$ cat config.mk
export PLATFORM = sky130hd
export DESIGN_NAME = fsk_demodulator
export DESIGN_NICKNAME = d
export VERILOG_FILES = /design/src/rtl/fsk_demodulator.sv
export SDC_FILE = /design/constraint.sdc
export NUM_CORES = 1
export LEC_CHECK = 0
export BUFFER_PORTS_ARGS = -buffer_cell sky130_fd_sc_hd__buf_4
export CAP_MARGIN = 10
export CORE_ASPECT_RATIO = 1.5
export CORE_MARGIN = 3
export CORE_UTILIZATION = 42
export DETAILED_ROUTE_END_ITERATION = 12
export GPL_TIMING_DRIVEN = 1
export PLACE_DENSITY_LB_ADDON = 0.1
export REMOVE_ABC_BUFFERS = 1
export SLEW_MARGIN = 20
export SYNTH_ARGS = -nofsm -noshare
export SYNTH_HDL_FRONTEND = slang
export SYNTH_SLANG_ARGS = --single-unit
$ cat constraint.sdc
create_clock -name clk -period 18.5 [get_ports clk]
set_clock_uncertainty 0.2 [all_clocks]
set_input_delay 1.85 -clock clk [delete_from_list [all_inputs] [get_ports clk]]
set_output_delay 1.85 -clock clk [all_outputs]
set_load 0.01 [all_outputs]
$ cat src/rtl/fsk_demodulator.sv
// Non-coherent FSK demodulator: cross-product discriminator, integrate-and-dump
// symbol decision, preamble search with timing slip, and weak-symbol loss of lock.
module fsk_demodulator #(
   parameter int SIN_W    = 8,
   parameter int SPS      = 4,
   parameter int PRE_LEN  = 8,
   parameter int THRESH   = 1024,
   parameter int LOSS_CNT = 4
) (
   input  logic                    clk,
   input  logic                    rst,
   input  logic                    enable,
   input  logic                    sample_valid,
   input  logic signed [SIN_W-1:0] fsk_i,
   input  logic signed [SIN_W-1:0] fsk_q,
   output logic                    bit_out,
   output logic                    bit_valid,
   output logic                    preamble_det,
   output logic                    locked
);
   localparam int PW = 2*SIN_W;
   localparam int DW = PW + 1;
   localparam int CW = $clog2(SPS);
   localparam int AW = DW + CW;
   localparam int FW = $clog2(PRE_LEN + 1);
   localparam int WW = $clog2(LOSS_CNT + 1);
   localparam logic [AW-1:0] TH = AW'(THRESH);

   function automatic logic [PRE_LEN-1:0] alt_pat();
      logic [PRE_LEN-1:0] p;
      for (int k = 0; k < PRE_LEN; k++) p[k] = k[0];
      return p;
   endfunction
   localparam logic [PRE_LEN-1:0] ALT = alt_pat();

   typedef enum logic {SEARCH, LOCKED} state_t;
   state_t r_state, w_state_nxt;

   logic signed [SIN_W-1:0] r_i_prev, r_q_prev;
   logic signed [AW-1:0]    r_acc;
   logic [CW-1:0]           r_cnt;
   logic [PRE_LEN-1:0]      r_hist;
   logic [FW-1:0]           r_fill, r_sym;
   logic                    r_slip;
   logic [WW-1:0]           r_weak;
   logic                    r_bit, r_bit_vld, r_pre;

   logic signed [PW-1:0] w_ip, w_qp, w_ic, w_qc, w_a, w_b;
   logic signed [DW-1:0] w_d;
   logic signed [AW-1:0] w_sum;
   logic [AW-1:0]        w_abs;
   logic [PRE_LEN-1:0]   w_hist_nxt;
   logic w_acc_en, w_close, w_bit, w_weak, w_det, w_loss, w_clear;

   assign w_ip  = {{SIN_W{r_i_prev[SIN_W-1]}}, r_i_prev};
   assign w_qp  = {{SIN_W{r_q_prev[SIN_W-1]}}, r_q_prev};
   assign w_ic  = {{SIN_W{fsk_i[SIN_W-1]}}, fsk_i};
   assign w_qc  = {{SIN_W{fsk_q[SIN_W-1]}}, fsk_q};
   assign w_a   = w_ip * w_qc;
   assign w_b   = w_qp * w_ic;
   assign w_d   = {w_a[PW-1], w_a} - {w_b[PW-1], w_b};
   assign w_sum = r_acc + {{CW{w_d[DW-1]}}, w_d};
   assign w_abs = w_sum[AW-1] ? -w_sum : w_sum;

   // A pending slip holds the counter, so that sample cannot close a symbol
   assign w_acc_en   = enable && sample_valid;
   assign w_close    = w_acc_en && !r_slip && (r_cnt == CW'(SPS-1));
   assign w_bit      = !w_sum[AW-1];
   assign w_weak     = w_abs < TH;
   assign w_hist_nxt = (r_hist << 1) | {{(PRE_LEN-1){1'b0}}, w_bit};
   assign w_det      = (r_fill >= FW'(PRE_LEN-1)) && (w_hist_nxt == ALT || w_hist_nxt == ~ALT);
   assign w_loss     = (r_state == LOCKED) && w_close && w_weak && (r_weak == WW'(LOSS_CNT-1));
   assign w_clear    = !enable || w_loss;

   always_comb begin
      w_state_nxt = r_state;
      if (w_clear)
         w_state_nxt = SEARCH;
      else if (r_state == SEARCH && w_close && w_det)
         w_state_nxt = LOCKED;
   end

   always_ff @(posedge clk) begin
      if (rst) r_state <= SEARCH;
      else     r_state <= w_state_nxt;
   end

   always_ff @(posedge clk) begin
      if (rst || w_clear) begin
         r_i_prev <= '0; r_q_prev <= '0; r_acc <= '0; r_cnt <= '0;
         r_hist <= '0; r_fill <= '0; r_sym <= '0; r_slip <= 1'b0; r_weak <= '0;
         r_bit <= 1'b0; r_bit_vld <= 1'b0; r_pre <= 1'b0;
      end else begin
         r_bit_vld <= 1'b0;
         r_pre     <= 1'b0;
         if (w_acc_en) begin
            r_i_prev <= fsk_i;
            r_q_prev <= fsk_q;
            if (r_slip) begin
               r_slip <= 1'b0;
               r_acc  <= w_sum;
            end else if (w_close) begin
               r_acc <= '0;
               r_cnt <= '0;
               r_bit <= w_bit;
               if (r_state == SEARCH) begin
                  r_hist <= w_hist_nxt;
                  if (r_fill != FW'(PRE_LEN)) r_fill <= r_fill + 1'b1;
                  if (w_det) begin
                     r_pre  <= 1'b1;
                     r_sym  <= '0;
                     r_weak <= '0;
                  end else if (r_sym == FW'(PRE_LEN-1)) begin
                     r_sym  <= '0;
                     r_slip <= 1'b1;
                  end else begin
                     r_sym <= r_sym + 1'b1;
                  end
               end else begin
                  r_bit_vld <= 1'b1;
                  r_weak    <= w_weak ? r_weak + 1'b1 : '0;
               end
            end else begin
               r_acc <= w_sum;
               r_cnt <= r_cnt + 1'b1;
            end
         end
      end
   end

   assign bit_out      = r_bit;
   assign bit_valid    = r_bit_vld;
   assign preamble_det = r_pre;
   assign locked       = (r_state == LOCKED);
endmodule

==> metrics.md, run 1 <==
| Metric | Value |
|---|---|
| Status | completed |
| Sequential power share | 10.0% |
| Multi-input gate area | 6850 µm² |
| Min-delay src | r_acc[0]$_SDFFE_PP0P_ |
| Slowest stage cell, crit path | fa_1 |
| Worst setup SP type | input pin |
| CTS Sinks | 60 |
| Largest net degree at the start of global routing | 51 |
| Total CTS buffers | 9 |
| Diode count | 0 |
| CP Capture Type | register |
| R2R Path Start | r_q_prev[3]$_SDFFE_PP0P_ |
| Pre-Repair DR Iteration Count | 4 |
| Async set-reset flop share out of synthesis | 0% |
| CTS root buf | clkbuf_16 |
| Synth area leader | fa_1 |
| Fmax | 95.5 MHz |
| Sequential cell area fraction in the yosys report | 13.4% |
| Slew margin rel. | 30.1% |
| Top-count cell post-synth | inv_1 |
| Row Count | 64 |
| FF-to-FF path depth | 29 |
| Mapped Cells | 1028 |
| Clk network pwr share | 13.2% |
| Psw | 735 µW |
| Clk buf depth | 2 |
| Crit-path max FO | 50 |
| Area fraction of the dominant cell type after synthesis | 30.6% |
| Share of cells above drive strength 1 | 4.82% |
| DP HPWL | 16900 µm |
| Register Area | 1200 µm² |
| Initial Util | 43.3% |
| Pwr Density | 153 nW/µm² |
| Fillers | 2110 |
| Most used flip-flop cell after synthesis | dfxtp_1 |
| Core area | 20700 µm² |
| Detailed-route via count | 6666 |
| Setup violators final | 0 |
| RePlAce Congestion | 0.829 |
| Int Power | 743 µW |
| Worst-skew pair later-pin latency | 340 ps |
| CTS clock-pin slew for the worst setup and hold paths | 60 ps |
| Most Used Layer, Global Route | met2 |
| Vias per inst | 5.12 |
| R2R Setup Slk | 9280 ps |
| Worst Tran Pin Value | 1040 ps |
| Grt ovf | 0 |
| Ys Warns | 0 |
| Hold_buf cts | 0 |
| Net Sw Frac | 49.7% |
| Ports | 24 |
| Initial antenna violation count | 0 |
| Worst Path Arrival | 10470 ps |
| Chip Width | 125 µm |
| Hold path depth | 2 |
| Class of the worst hold path | reg2reg |
| Worst Hold Path EP | r_acc[0]$_SDFFE_PP0P_ |
| GRT met1 Usage | 22.0% |
| Routed length per instance | 15.9 µm |
| Commonest cells post-synth | inv_1 (194), fa_1 (137), nand2_1 (106), ha_1 (85), and2_1 (78) |
| First-pass GRT wire length | 36200 µm |
| Required time worst endpoint | 18500 ps |
| Max-cap violations | 0 |
| Setup Buffers After CTS | 0 |
| Yosys cell types | 55 |
| Residual DRC | 0 |
| Final Hold Vio Count | 0 |
| Area grow syn2layout | 7.70% |
| Crit path time final | 10480 ps |
| GRT Util Overall | 19.5% |
| IO Port Bufs | 23 |
| Worst VDD drop | 114 µV |
| Area contributors post-synth | fa_1 (31%), dfxtp_1 (13%), ha_1 (12%) |
| Syn avg cell area | 8.71 µm² |
| Combinational share of power | 76.7% |
| CTS resizes | 0 |
| 1st-iter DRT viols | 205 |
| Antenna viol nets, final | 0 |
| Pwr Total | 1480 µW |
| Vias in the first global route | 7388 |
| Htree depth | 3 |
| Unrepaired setup endpoints after global routing | false |
| Die H | 185 µm |
| Reg2reg end | preamble_det$_SDFF_PP0_ |
| Cell area after synthesis | 8950 µm² |
| Final WL | 20800 µm |
| Die area | 23100 µm² |
| Met2 Usage GRT | 36.7% |
| Final instance area | 9640 µm² |
| Nets | 1275 |
| CP Class | in2reg |
| Setup TNS | 0 ps |
| Slowest stage delay, CP | 570 ps |
| Number of flops mapped to enable cells by yosys | 0 |
| Slew Limit Fails | 0 |
| DP Area | 9310 µm² |
| Met3 usage | 2.60% |
| Synth Register Bits | 60 |
| Final period utilization | 56.6% |
| Lkg Pwr | 0.00444 µW |
| CTS tree | done |
sequential cells by signal, summed over array words and instances (netlist names):
name          flops
r_slip            1
r_fill            4
preamble_det      1
r_i_prev          8
r_hist            7
r_acc            19
r_weak            3
r_q_prev          8
r_sym             4
bit_valid         1
r_cnt             2
locked            1
bit_out           1
power groups by stage:
stage	clock network, µW	logic, µW	registers (µW)
floorplan	0	904	148
global placement	0	1140	152
detailed placement	0	1130	151
CTS	200	1140	149
global route	204	1270	150
finish	196	1130	148
kinds of logic (layout without fill, tap and decap cells):
kind of cell    count (synthesis)  in the layout  synth area share (%)
simple gates                  316            316                  17.4
xor+xnor                       45             45                  4.57
compound gates                155            155                  11.6
flops                          60             60                  13.4
fa+ha+maj                     222            222                  42.5
buf+inv                       226            236                  10.1
mux                             4              4                 0.447
through the flow:
| step | cells | utilization [%] | setup slack (ps) | hold WS (ps) |
|---|---|---|---|---|
| 3_3_place_gp | 1286 | 45.0 | 7770 | 250 |
| 2_1_floorplan | 996 | - | 8500 | 236 |
| 6_report | 1302 | 46.7 | 8020 | 259 |
| 4_1_cts | 1302 | 46.7 | 8030 | 263 |
| 5_1_grt | 1302 | 46.7 | 7550 | 289 |
| 3_5_place_dp | 1286 | 45.0 | 7690 | 254 |
worst max path at each step:
stage	slack [ps]	from	cells after the start	to
3_3_place_gp	7770	fsk_q[7]	30	preamble_det$_SDFF_PP0_
2_1_floorplan	8500	fsk_q[7]	28	preamble_det$_SDFF_PP0_
4_1_cts	8030	fsk_q[7]	32	preamble_det$_SDFF_PP0_
6_report	8020	fsk_q[7]	32	preamble_det$_SDFF_PP0_
5_1_grt	7550	fsk_q[7]	32	preamble_det$_SDFF_PP0_
3_5_place_dp	7690	fsk_q[7]	32	preamble_det$_SDFF_PP0_
metal layers:
metal / vias up / part of all wire [%]
met5: - / 0
met3: 47 / 3.6
li1: 3252 / -
met2: 113 / 53
met1: 3254 / 40
met4: 0 / 3.1
worst max-delay path, delay by kind of cell:
kind                     cells  cell delay [ps]
AND/OR/NAND/NOR              8             1190
XOR/XNOR                     2              270
buffers and inverters        8             1180
AO/OA/AOI/OAI                5             1880
multiplexers                 1              280
adder cells (fa/ha/maj)      8             3790
cells in the final DEF (no fill, tap or decap), types with 6 or more instances in the layout:
master	synthesis	routed
xnor2_1	33	33
nor3_1	13	13
a21oi_1	57	57
nand3_1	7	7
a21o_1	11	11
o21a_1	11	11
ha_1	85	85
xor2_1	10	10
nand2b_1	8	8
inv_1	194	194
o21ai_0	20	20
fa_1	137	137
nor2b_1	10	10
a22oi_1	13	13
and2_1	78	78
buf_4	0	26
or3_1	6	6
nand2_1	106	106
nor2_1	63	63
dfxtp_1	60	60
clkbuf_16	0	9
layout make-up:
type | count | share of cell area, %
clock inverter | 5 | 0.869
inverter | 194 | 7.55
timing repair buffer | 26 | 2.02
clock buffer | 11 | 2.62
tap | 264 | 3.43
sequential | 60 | 12.5
multi-input combinational | 742 | 71.0
Note: power is estimated with default switching activity, not from simulation.
==> run 2, diff against run 1 <==
Clock period 18.5 ns to 10.8 ns, I/O delays scaled along.
==> run 2 against run 1 <==
  * Global-route usage is 0.084 points higher
  * Die area stayed put
  * Sequential share of layout area hardly changed
  * Worst setup slack worse by 6800 ps
  * Core utilization hardly changed
  * Cell count hardly changed
  * Critical endpoint is now bit_out$_SDFFE_PP0P_
  * Largest cell class unchanged
==> metrics.md, run 2 (synthesis gave the netlist of run 1 again) <==
| Metric | Value |
|---|---|
| Share of cells above drive strength 1 | 4.72% (was 4.82%) |
| Setup Buffers After CTS | 0 (unchanged) |
| Final WL | 21200 µm (was 20800 µm) |
| Slowest stage delay, CP | 590 ps (was 570 ps) |
| Pwr Density | 264 nW/µm² (was 153 nW/µm²) |
| CTS clock-pin slew for the worst setup and hold paths | 50 ps (was 60 ps) |
| Die H | 185 µm (unchanged) |
| Clk buf depth | 2 (unchanged) |
| Routed length per instance | 16.3 µm (was 15.9 µm) |
| Largest net degree at the start of global routing | 45 (was 51) |
| Ports | 24 (unchanged) |
| Clk network pwr share | 12.6% (was 13.2%) |
| Final period utilization | 88.4% |
| Vias per inst | 5.10 (was 5.12) |
| Final instance area | 9630 µm² (was 9640 µm²) |
| Detailed-route via count | 6641 (was 6666) |
| Chip Width | 125 µm (unchanged) |
| Regs by FF count | r_acc: 19 flops, r_i_prev: 8 flops, r_q_prev: 8 flops (unchanged) |
| Residual DRC | 0 (unchanged) |
| Combinational share of power | 77.4% (was 76.7%) |
| CTS tree | done (unchanged) |
| Worst Path Arrival | 9540 ps (was 10470 ps) |
| Diode count | 0 (unchanged) |
| DP Area | 9310 µm² (about the same) |
| Psw | 1290 µW (was 735 µW) |
| Largest reg by FF count | r_acc (unchanged) |
| First-pass GRT wire length | 36000 µm (was 36200 µm) |
| Worst VDD drop | 198 µV (was 114 µV) |
| Nets | 1276 (was 1275) |
| Net Sw Frac | 50.5% (was 49.7%) |
| Worst Tran Pin Value | 1110 ps (was 1040 ps) |
| Most frequent cells in the layout | inv_1 (194), fa_1 (137), nand2_1 (106) (unchanged) |
| Int Power | 1260 µW (was 743 µW) |
| Required time worst endpoint | 10800 ps (was 18500 ps) |
| Htree depth | 3 (unchanged) |
| Class of the worst hold path | reg2reg (unchanged) |
| DP HPWL | 17500 µm (was 16900 µm) |
| Antenna viol nets, final | 0 (unchanged) |
| Area grow syn2layout | 7.59% (was 7.70%) |
| 1st-iter DRT viols | 226 (was 205) |
| Core area | 20700 µm² (unchanged) |
| Slew Limit Fails | 0 (unchanged) |
| Crit-path max FO | 26 (was 50) |
| Fillers | 2116 (was 2110) |
| Unrepaired setup endpoints after global routing | false (unchanged) |
| Largest register FFs | 19 (unchanged) |
| CP Capture Type | register (unchanged) |
| Initial Util | 43.3% (unchanged) |
| Row Count | 64 (unchanged) |
| RePlAce Congestion | 0.818 (was 0.829) |
| Setup violators final | 0 (unchanged) |
| Slowest stage cell, crit path | a211o_2 (was fa_1) |
| Total CTS buffers | 9 (unchanged) |
| GRT Util Overall | 19.6% (was 19.5%) |
| Multi-input gate area | 6850 µm² (unchanged) |
| Initial antenna violation count | 0 (unchanged) |
| Worst-skew pair later-pin latency | 340 ps (about the same) |
| Grt ovf | 0 (unchanged) |
| Status | completed (unchanged) |
| Hold_buf cts | 0 (unchanged) |
| CP Class | in2reg (unchanged) |
| Worst setup SP type | input pin (unchanged) |
| Crit path time final | 9540 ps |
| CTS resizes | 0 (unchanged) |
| Setup TNS | 0 ps (unchanged) |
| Most common cell after layout, fill and taps aside | inv_1 (unchanged) |
| Worst slack, placed | 919 ps (was 7690 ps) |
| Register Area | 1200 µm² (unchanged) |
| Slew margin rel. | 25.7% (was 30.1%) |
| Die area | 23100 µm² (unchanged) |
| Pre-Repair DR Iteration Count | 4 (unchanged) |
| Fmax | 105 MHz |
| Max-cap violations | 0 (unchanged) |
| Final Hold Vio Count | 0 (unchanged) |
| Final setup margin | 1260 ps (was 8020 ps) |
| Sequential power share | 10.0% (about the same) |
| IO Port Bufs | 23 (unchanged) |
| Lkg Pwr | 0.00444 µW (about the same) |
| CTS root buf | clkbuf_16 (unchanged) |
| Vias in the first global route | 7223 (was 7388) |
| CTS Sinks | 60 (unchanged) |
## run 2: cell count changes in the layout (fill, tap and decap cells not counted), sizes merged
cell / change
clkinvlp: -2
buf: +1
clkinv: +2
## run 2: worst paths after layout
check	startpoint	endpoint	slack [ps]	cells past startpoint
max	fsk_q[7]	bit_out$_SDFFE_PP0P_	1260	32
min	r_acc[0]$_SDFFE_PP0P_	r_acc[0]$_SDFFE_PP0P_	270	2
max reg2reg	r_q_prev[7]$_SDFFE_PP0P_	bit_out$_SDFFE_PP0P_	1730	30
min reg2reg	r_acc[0]$_SDFFE_PP0P_	r_acc[0]$_SDFFE_PP0P_	270	2
## run 2: power groups by stage
stage,clock [µW],combinational (µW),sequential [µW]
floorplan,0,1550,253
global placement,0,1980,259
detailed placement,0,1970,259
CTS,328,1990,254
global route,337,2210,256
finish,322,1970,254
## run 2: per-stage QoR
step | power (µW) | instances | hold slack, ps | utilization [%]
global placement | 2240 | 1287 | 261 | 45.1
detailed placement | 2230 | 1287 | 265 | 45.1
CTS | 2570 | 1303 | 273 | 46.6
finish | 2550 | 1303 | 273 | 46.6
global route | 2810 | 1303 | 293 | 46.6
floorplan | 1800 | 996 | 236 | -
## run 2: cell type report
type,instances,share of cell area (%)
Clock buffer,11,2.42
Clock inverter,5,0.896
Inverter,194,7.56
Multi-Input combinational cell,742,71.1
Sequential cell,60,12.5
Tap cell,264,3.43
Timing Repair Buffer,27,2.10
## run 2: worst max-delay path, delay by kind of cell
| kind | cells | cell delay, ps |
|---|---|---|
| adders and majority gates | 8 | 3750 |
| AOI/OAI and AO/OA | 6 | 2100 |
| muxes | 1 | 260 |
| buffers and inverters | 8 | 930 |
| and+or+nand+nor | 7 | 1100 |
| xor gates and xnor gates | 2 | 330 |
## run 2: layer usage
metal / up-vias / global-route usage, % / part of all wire [%]
li1: 3265 / - / -
met1: 3252 / 21.9 / 39
met2: 95 / 38.3 / 56
met3: 29 / 2.74 / 2.9
met4: 0 / 5.64 / 1.9
met5: - / 0 / 0
